**src/rtl/loader_pkg.sv**
```systemverilog
// loader_pkg: state encoding and stream-format constants shared by the program loader.
package loader_pkg;
   localparam logic [2:0] IDLE   = 3'd0;
   localparam logic [2:0] LEN_HI = 3'd1;
   localparam logic [2:0] LEN_LO = 3'd2;
   localparam logic [2:0] DATA   = 3'd3;
   localparam logic [2:0] CHECK  = 3'd4;
   localparam logic [2:0] DONE   = 3'd5;
   localparam logic [2:0] ERROR  = 3'd6;
   localparam int LEN_BYTES      = 2;
   localparam int BYTES_PER_WORD = 4;
   localparam int CHECKSUM_WIDTH = 8;
endpackage

```
**src/rtl/byte_word_assembler.sv**
```systemverilog
// byte_word_assembler: shifts stream bytes MSB-first into a 32-bit word and flags the 4th byte.
module byte_word_assembler
   import loader_pkg::*;
(
   input  logic        clk,
   input  logic        reset,
   input  logic        clear_i,
   input  logic        shift_i,
   input  logic [7:0]  byte_i,
   output logic [31:0] word_o,
   output logic        word_complete_o
);
   logic [31:0] shift_q, shift_d;
   logic [1:0]  cnt_q, cnt_d;
   always_comb begin
      shift_d = clear_i ? 32'd0 : shift_i ? {shift_q[23:0], byte_i} : shift_q;
      cnt_d   = clear_i ? 2'd0 : shift_i ? cnt_q + 2'd1 : cnt_q;
   end
   always_ff @(posedge clk) begin
      if (reset) begin
         shift_q <= '0;
         cnt_q   <= '0;
      end else begin
         shift_q <= shift_d;
         cnt_q   <= cnt_d;
      end
   end
   // Combinational: the word is in shift_q on the cycle after this pulse.
   assign word_complete_o = shift_i && cnt_q == 2'(BYTES_PER_WORD - 1);
   assign word_o          = shift_q;
endmodule

```
**src/rtl/program_loader.sv**
```systemverilog
// program_loader: parses a length-prefixed, checksummed byte stream into program memory writes
// and holds the processor in reset until a verified image has been loaded.
module program_loader
   import loader_pkg::*;
#(
   parameter int          MEMORY_DEPTH = 32,
   parameter logic [31:0] BASE_ADDRESS = 32'h0040_0000
) (
   input  logic        clk,
   input  logic        reset,
   input  logic        start_i,
   input  logic        byte_valid_i,
   input  logic [7:0]  byte_data_i,
   output logic        byte_ready_o,
   output logic        mem_write_o,
   output logic [31:0] mem_address_o,
   output logic [31:0] mem_data_o,
   output logic        cpu_reset_o,
   output logic        done_o,
   output logic        error_o
);
   logic [2:0]                state_q, state_d;
   logic [15:0]               count_q, count_d;
   logic [15:0]               index_q, index_d;
   logic [CHECKSUM_WIDTH-1:0] sum_q, sum_d;
   logic                      mem_write_q, mem_write_d;
   logic                      xfer, restart, word_complete;
   logic [15:0]               len_n;
   logic [31:0]               word;
   assign byte_ready_o = state_q == LEN_HI || state_q == LEN_LO || state_q == DATA || state_q == CHECK;
   assign xfer         = byte_valid_i && byte_ready_o;
   assign restart      = start_i && (state_q == IDLE || state_q == DONE || state_q == ERROR);
   assign len_n        = {count_q[15:8], byte_data_i};
   byte_word_assembler u_asm (
      .clk             (clk),
      .reset           (reset),
      .clear_i         (restart),
      .shift_i         (xfer && state_q == DATA),
      .byte_i          (byte_data_i),
      .word_o          (word),
      .word_complete_o (word_complete)
   );
   always_comb begin
      state_d     = state_q;
      count_d     = count_q;
      index_d     = mem_write_q ? index_q + 16'd1 : index_q;
      sum_d       = sum_q;
      mem_write_d = word_complete;
      if (restart) begin
         state_d = LEN_HI;
         index_d = '0;
         sum_d   = '0;
      end else if (xfer) begin
         if (state_q == LEN_HI) begin
            count_d = {byte_data_i, 8'd0};
            state_d = LEN_LO;
         end else if (state_q == LEN_LO) begin
            count_d = len_n;
            state_d = 32'(len_n) > MEMORY_DEPTH ? ERROR : len_n == 16'd0 ? CHECK : DATA;
         end else if (state_q == DATA) begin
            sum_d   = sum_q + byte_data_i;
            // index_q still names the word being completed; it advances during the write cycle.
            state_d = word_complete && index_q == count_q - 16'd1 ? CHECK : DATA;
         end else if (state_q == CHECK) begin
            state_d = byte_data_i == sum_q ? DONE : ERROR;
         end
      end
   end
   always_ff @(posedge clk) begin
      if (reset) begin
         state_q     <= IDLE;
         count_q     <= '0;
         index_q     <= '0;
         sum_q       <= '0;
         mem_write_q <= 1'b0;
      end else begin
         state_q     <= state_d;
         count_q     <= count_d;
         index_q     <= index_d;
         sum_q       <= sum_d;
         mem_write_q <= mem_write_d;
      end
   end
   assign mem_write_o   = mem_write_q;
   assign mem_data_o    = word;
   assign mem_address_o = BASE_ADDRESS + {14'd0, index_q, 2'b00};
   assign cpu_reset_o   = state_q != DONE;
   assign done_o        = state_q == DONE;
   assign error_o       = state_q == ERROR;
endmodule

```
**config.mk**
```make
export PLATFORM = sky130hd
export DESIGN_NAME = program_loader
export DESIGN_NICKNAME = d
export VERILOG_FILES = /design/src/rtl/loader_pkg.sv /design/src/rtl/byte_word_assembler.sv /design/src/rtl/program_loader.sv
export SDC_FILE = /design/constraint.sdc
export NUM_CORES = 1
export LEC_CHECK = 0
export ABC_AREA = 1
export CORE_ASPECT_RATIO = 1.1
export CORE_MARGIN = 3
export CORE_UTILIZATION = 35
export DETAILED_ROUTE_END_ITERATION = 10
export GPL_ROUTABILITY_DRIVEN = 0
export PLACE_DENSITY_LB_ADDON = 0.12
export SLEW_MARGIN = 20
export SYNTH_ARGS = -nofsm -noshare
export SYNTH_HDL_FRONTEND = slang
export SYNTH_HIERARCHICAL = 1
export SYNTH_SLANG_ARGS = --single-unit
export TNS_END_PERCENT = 30
```
**constraint.sdc**
```tcl
create_clock -name clk -period 6.9 [get_ports clk]
set_input_delay 2.07 -clock clk [delete_from_list [all_inputs] [get_ports clk]]
set_output_delay 2.07 -clock clk [all_outputs]
set_load 0.03 [all_outputs]
```
==> results of run 1 <==
==> power by group through the flow <==
stage | registers, mW | clock network [mW] | logic [mW]
floorplan | 0.488 | 0 | 0.182
global placement | 0.489 | 0 | 0.229
detailed placement | 0.489 | 0 | 0.230
CTS | 0.479 | 0.529 | 0.231
global route | 0.482 | 0.546 | 0.261
finish | 0.480 | 0.517 | 0.230
==> cells by family after synthesis <==
kind of cell	after synthesis	share of synthesized area, %
and+or+nand+nor	373	36.0
buffers and inverters	129	13.5
DFF	78	35.5
AOI/OAI and AO/OA	55	7.02
xor gates and xnor gates	22	4.38
adders and majority gates	11	3.30
other	2	0.171
muxes	1	0.227
==> registers in the layout, summed over array words and instances, names as in the netlist <==
| signal | count |
|---|---|
| count_q | 16 |
| index_q | 16 |
| mem_write_o | 1 |
| state_q | 3 |
| sum_q | 8 |
| u_asm/cnt_q | 2 |
| u_asm/word_o | 32 |
==> final cells by class <==
class	count	area (um^2)
Inverter	95	357
Multi-Input combinational cell	478	2310
Clock buffer	10	229
Tap cell	154	193
Timing Repair Buffer	66	656
Clock inverter	6	92.6
Sequential cell	78	1560
Fill cell	1284	6740
==> placed cells by master (no fill, tap or decap), types with 2 or more instances in the layout <==
cell type	n
a211oi_1	4
a21oi_1	27
a31oi_1	2
buf_4	2
bufinv_16	2
clkbuf_16	9
clkdlybuf4s50_1	64
clkinvlp_4	2
conb_1	16
dfxtp_1	78
ha_1	10
inv_1	92
inv_2	3
inv_6	2
nand2_1	182
nand3_1	15
nand3_2	2
nand3b_1	2
nand4_1	3
nor2_1	134
nor2_2	5
nor2_4	4
nor3_1	12
nor3_2	3
nor3b_1	3
nor4_1	2
o211ai_1	2
o21a_1	2
o21ai_0	14
o21bai_1	3
xnor2_1	9
xor2_1	13
==> worst max-delay path: stages, from the launching register on <==
cell and delay (ns):
dfxtp_1 0.41, inv_1 0.06, nor2_1 0.08, inv_1 0.08
nor2_1 0.17, clkdlybuf4s50_1 0.70
==> metrics by stage <==
stage	total power [mW]	area [um^2]	util, %
3_5_place_dp	0.720	5070	41.8
2_1_floorplan	0.670	4450	-
3_3_place_gp	0.718	5070	41.8
6_report	1.23	5400	44.4
5_1_grt	1.29	5400	44.4
4_1_cts	1.24	5400	44.4
==> per-layer routing <==
layer	routed length (um)	track usage (%)
met5	0	0
met4	264	7.06
met3	506	4.42
met2	5010	25.9
met1	5020	19.5
==> how the worst max path moves through the flow <==
stage	end	depth (start not counted)
6_report	done_o	5
5_1_grt	sum_q[6]$_SDFFE_PP0P_	12
4_1_cts	done_o	5
3_5_place_dp	sum_q[6]$_SDFFE_PP0P_	12
3_3_place_gp	index_q[7]$_SDFFE_PP0P_	6
2_1_floorplan	state_q[0]$_SDFFE_PP0P_	19
==> results.yml, run 1 <==
clock_tree:
  post_cts_buffers: 0
  cts_buffer_depth: 2
  cts_tree: "yes"
  post_cts_resized: 0
  numClockSinks: 78
  root_buffer: "clkbuf_16"
  clk_pin_slew_ns: 0.06
  cts_htree_levels: 3
  cts_hold_buf: 0
  numCtsBuffers: 9
  clk_latency_ns: 0.34
sta:
  setup_viol: 0
  period_share_pct: 56.8
  whs_ns: 0.472
  finalClockSkew_ns: 0.00661
  fmax_ghz: 0.255
  worstMarginPinSlew_ns: 0.852
  timing.final.ws_setup_ns: 2.98
  slew_viol_final: 0
  relSlewSlack_pct: 43.0
  final_hold_viol_count: 0
  setup-tns-final_ns: 0
  rsz0062_at_grt: "no"
  period_needed_ns: 3.92
power_and_ir_drop:
  combinationalPowerShare_pct: 18.7
  p_leak_nw: 2.21
  pwr-share-clk_pct: 42.2
  power_density_nw_per_um2: 227
  p_switching_uw: 366
  power_frac_seq_pct: 39.1
  switching_share_pct: 29.8
  vdd_drop_max_mv: 0.124
  p_int_uw: 860
global_routing:
  grt_pass1_vias: 3649
  grt.overflow.total: 0
  grt_max_degree: 81
  antenna_found_initial: 0
  grt_usage_pct: 15.8
  grt_pass1_wl_um: 17500
logic_synthesis:
  async_flop_share_pct: 0
  ys_types: 39
  synth_area_um2: 4400
  syn_avg_cell_area_um2: 6.56
  synth_area_leaders: "dfxtp_1 (35%), nand2_1 (16%), nor2_1 (12%)"
  synth_largest_area_cell: "dfxtp_1"
  synth_most_common_cell: "nand2_1"
  synth-edff-count: 0
  yosys.area.top_type_share_pct: 35.5
  yosys-top-cells-count: "nand2_1 (182), nor2_1 (135), inv_1 (92)"
  ys_ff_latch: 78
  yosys_most_used_dff: "dfxtp_1"
  synth_seq_area_share_pct: 35.5
  postSynthCellCount: 671
  ys_warn_count: 6
setup_path:
  worstSetupStartpoint: "state_q[0]$_SDFFE_PP0P_"
  setup.worst_path.end_class: "primary output"
  critical_path_required_ns: 4.83
  worst-setup-path-type: "flop to primary output"
  timing.rr.start: "state_q[0]$_SDFFE_PP0P_"
  r2r_slack_ns: 4.57
  path_max_fanout: 6
  rr_endpoint: "sum_q[1]$_SDFFE_PP0P_"
  critPathArrivalTime_ns: 1.85
  rr_worst_depth: 8
  start_kind: "flop"
drt:
  drt_iter0_drc: 201
  drt-vias-per-instance: 4.53
  drtAntennaViolNets: 0
  dr.pass1.iters: 4
  routedWlPerCell_um: 12.2
  vias: 4021
  drc_errors: 0
  wl_um: 10800
status:
  run_status: "completed"
worst_hold_path:
  min_path_cells: 2
  hold_end: "u_asm/word_o[27]$_SDFFE_PP0P_"
  hp-class: "flop to flop"
  min_from: "u_asm/word_o[27]$_SDFFE_PP0P_"
finish:
  fin_cells: 887
  diodes: 0
  drive_above_1_share_pct: 5.32
  syn_to_final_growth_pct: 22.6
  nets: 751
floorplan:
  start_util_pct: 36.3
  dieArea_um2: 14000
  core-area_um2: 12100
  ioPinCount: 81
  die_y_um: 124
  dieWidth_um: 113
  num_rows: 42
place:
  pre_cts_ws_ns: 2.66
  placement.io_buffers: 64
  placed_cells: 871
  dpl.hpwl_um: 8090
job:
  cap_violations: 0
No activity file was read; power rests on OpenSTA's default activity.
==> inputs of run 2 (changes only) <==
==> constraint.sdc (replaced) <==
create_clock -name clk -period 3.9 [get_ports clk]
set_input_delay 1.17 -clock clk [delete_from_list [all_inputs] [get_ports clk]]
set_output_delay 1.17 -clock clk [all_outputs]
set_load 0.03 [all_outputs]
==> results.yml, run 2 (synthesized netlist as in run 1, its figures left out) <==
power_and_ir_drop:
  combinationalPowerShare_pct: 19.7
  p_switching_uw: 654
  power_frac_seq_pct: 41.4
  vdd_drop_max_mv: 0.161
  power_density_nw_per_um2: 382
  pwr-share-clk_pct: 38.9
  switching_share_pct: 31.9
  p_leak_nw: 2.21
  p_total_mw: 2.05
  p_int_mw: 1.40
clock_tree:
  root_buffer: "clkbuf_16"
  numCtsBuffers: 9
  clk_pin_slew_ns: 0.07
  numClockSinks: 78
  post_cts_buffers: 0
  clk_latency_ns: 0.34
  post_cts_resized: 0
  cts_buffer_depth: 2
  cts_tree: "yes"
  cts_hold_buf: 0
  cts_htree_levels: 3
sta:
  fmax_ghz: 0.329
  finalClockSkew_ns: 0.00454
  setup_viol: 0
  timing.final.ws_setup_ns: 0.861
  period_share_pct: 77.9
  final_hold_viol_count: 0
  setup-tns-final_ns: 0
  relSlewSlack_pct: 50.5
  slew_viol_final: 0
  whs_ns: 0.471
  worstMarginPinSlew_ns: 0.742
  period_needed_ns: 3.04
  rsz0062_at_grt: "no"
floorplan:
  core-area_um2: 12100
  ioPinCount: 81
  die_y_um: 124
  start_util_pct: 36.3
  dieArea_um2: 14000
  dieWidth_um: 113
  num_rows: 42
drt:
  drt_iter0_drc: 170
  vias: 4044
  wl_um: 10600
  drtAntennaViolNets: 0
  routedWlPerCell_um: 11.9
  drc_errors: 0
  dr.pass1.iters: 4
  drt-vias-per-instance: 4.55
status:
  run_status: "completed"
finish:
  utilization_pct: 44.2
  design_area_um2: 5370
  mostFrequentLayoutCell: "nand2_1"
  largest_reg_flops: 32
  syn_to_final_growth_pct: 22.0
  diodes: 0
  fin_cells: 889
  layout_common_cells: "nand2_1 (182), nor2_1 (134), inv_1 (92)"
  drive_above_1_share_pct: 5.71
  nets: 753
worst_hold_path:
  min_from: "u_asm/word_o[31]$_SDFFE_PP0P_"
  min_path_cells: 2
  hp-class: "flop to flop"
  hold_end: "u_asm/word_o[31]$_SDFFE_PP0P_"
setup_path:
  rr_endpoint: "sum_q[1]$_SDFFE_PP0P_"
  setup.worst_path.end_class: "flop"
  r2r_slack_ns: 1.53
  timing.rr.start: "state_q[0]$_SDFFE_PP0P_"
  cp_cell_sequence: "clkdlybuf4s50_1 > ha_1 > inv_1 > fa_1 > nor2_1 > o21ai_0 > nand2_1 > a21oi_1 > o21ai_0 > xor2_1 > o21bai_1 > inv_1"
  cp_slowest_stage_delay_ns: 0.57
  worst-setup-path-type: "primary input to flop"
  critPathSlowestCell: "clkdlybuf4s50_1"
  path_max_fanout: 5
  critPathArrivalTime_ns: 3.27
  rr_worst_depth: 8
  critical_path_required_ns: 4.13
  start_kind: "primary input"
place:
  dpl.hpwl_um: 7810
  placement.io_buffers: 64
  pre_cts_ws_ns: 0.533
  place_area_um2: 5090
  placed_cells: 873
global_routing:
  antenna_found_initial: 0
  grt_usage_pct: 15.3
  grt_pass1_vias: 3661
  grt_max_degree: 81
  grt_pass1_wl_um: 17100
  grt.overflow.total: 0
job:
  cap_violations: 0
-- run 2: cell types whose count changed in the layout (fill, tap and decap cells not counted), sizes merged --
cell	change
clkbuf	-1
clkinv	+4
buf	+2
clkinvlp	-1
bufinv	-2
-- run 2: how the worst max path moves through the flow --
stage,slack [ns],start,end,depth (start not counted)
6_report,0.86,byte_data_i[0],sum_q[6]$_SDFFE_PP0P_,12
5_1_grt,0.75,state_q[0]$_SDFFE_PP0P_,done_o,5
3_3_place_gp,0.64,byte_data_i[0],sum_q[6]$_SDFFE_PP0P_,12
2_1_floorplan,0.89,byte_valid_i,state_q[0]$_SDFFE_PP0P_,19
3_5_place_dp,0.53,byte_data_i[0],sum_q[6]$_SDFFE_PP0P_,12
4_1_cts,0.89,state_q[0]$_SDFFE_PP0P_,done_o,5
-- run 2: power by group through the flow --
stage,sequential [mW],combinational [mW],clock (mW)
2_1_floorplan,0.864,0.322,0
3_3_place_gp,0.865,0.403,0
3_5_place_dp,0.866,0.407,0
4_1_cts,0.848,0.408,0.828
5_1_grt,0.852,0.463,0.866
6_report,0.848,0.405,0.798
-- run 2: worst max-delay path: cells and delay by family --
kind / cells / cell delay, ns
buf+inv: 3 / 0.68
xor+xnor: 1 / 0.09
compound gates: 4 / 0.48
fa+ha+maj: 2 / 0.59
simple gates: 2 / 0.26
-- run 2: area by class of cell --
class | instances | area, um^2
tap | 154 | 193
timing repair buffer | 68 | 671
fill | 1284 | 6770
sequential | 78 | 1560
clock inverter | 7 | 56.3
inverter | 95 | 357
multi-input combinational | 478 | 2310
clock buffer | 9 | 225
-- run 2: routing by layer --
metal | GRT usage (%) | wire, um | part of all wire (%) | vias up
met2 | 24.3 | 4760 | 45 | 88
met4 | 6.09 | 205 | 1.9 | 0
met1 | 19.3 | 5040 | 48 | 1798
li1 | - | - | - | 2142
met5 | 0 | 0 | 0 | -
met3 | 5.25 | 568 | 5.4 | 16
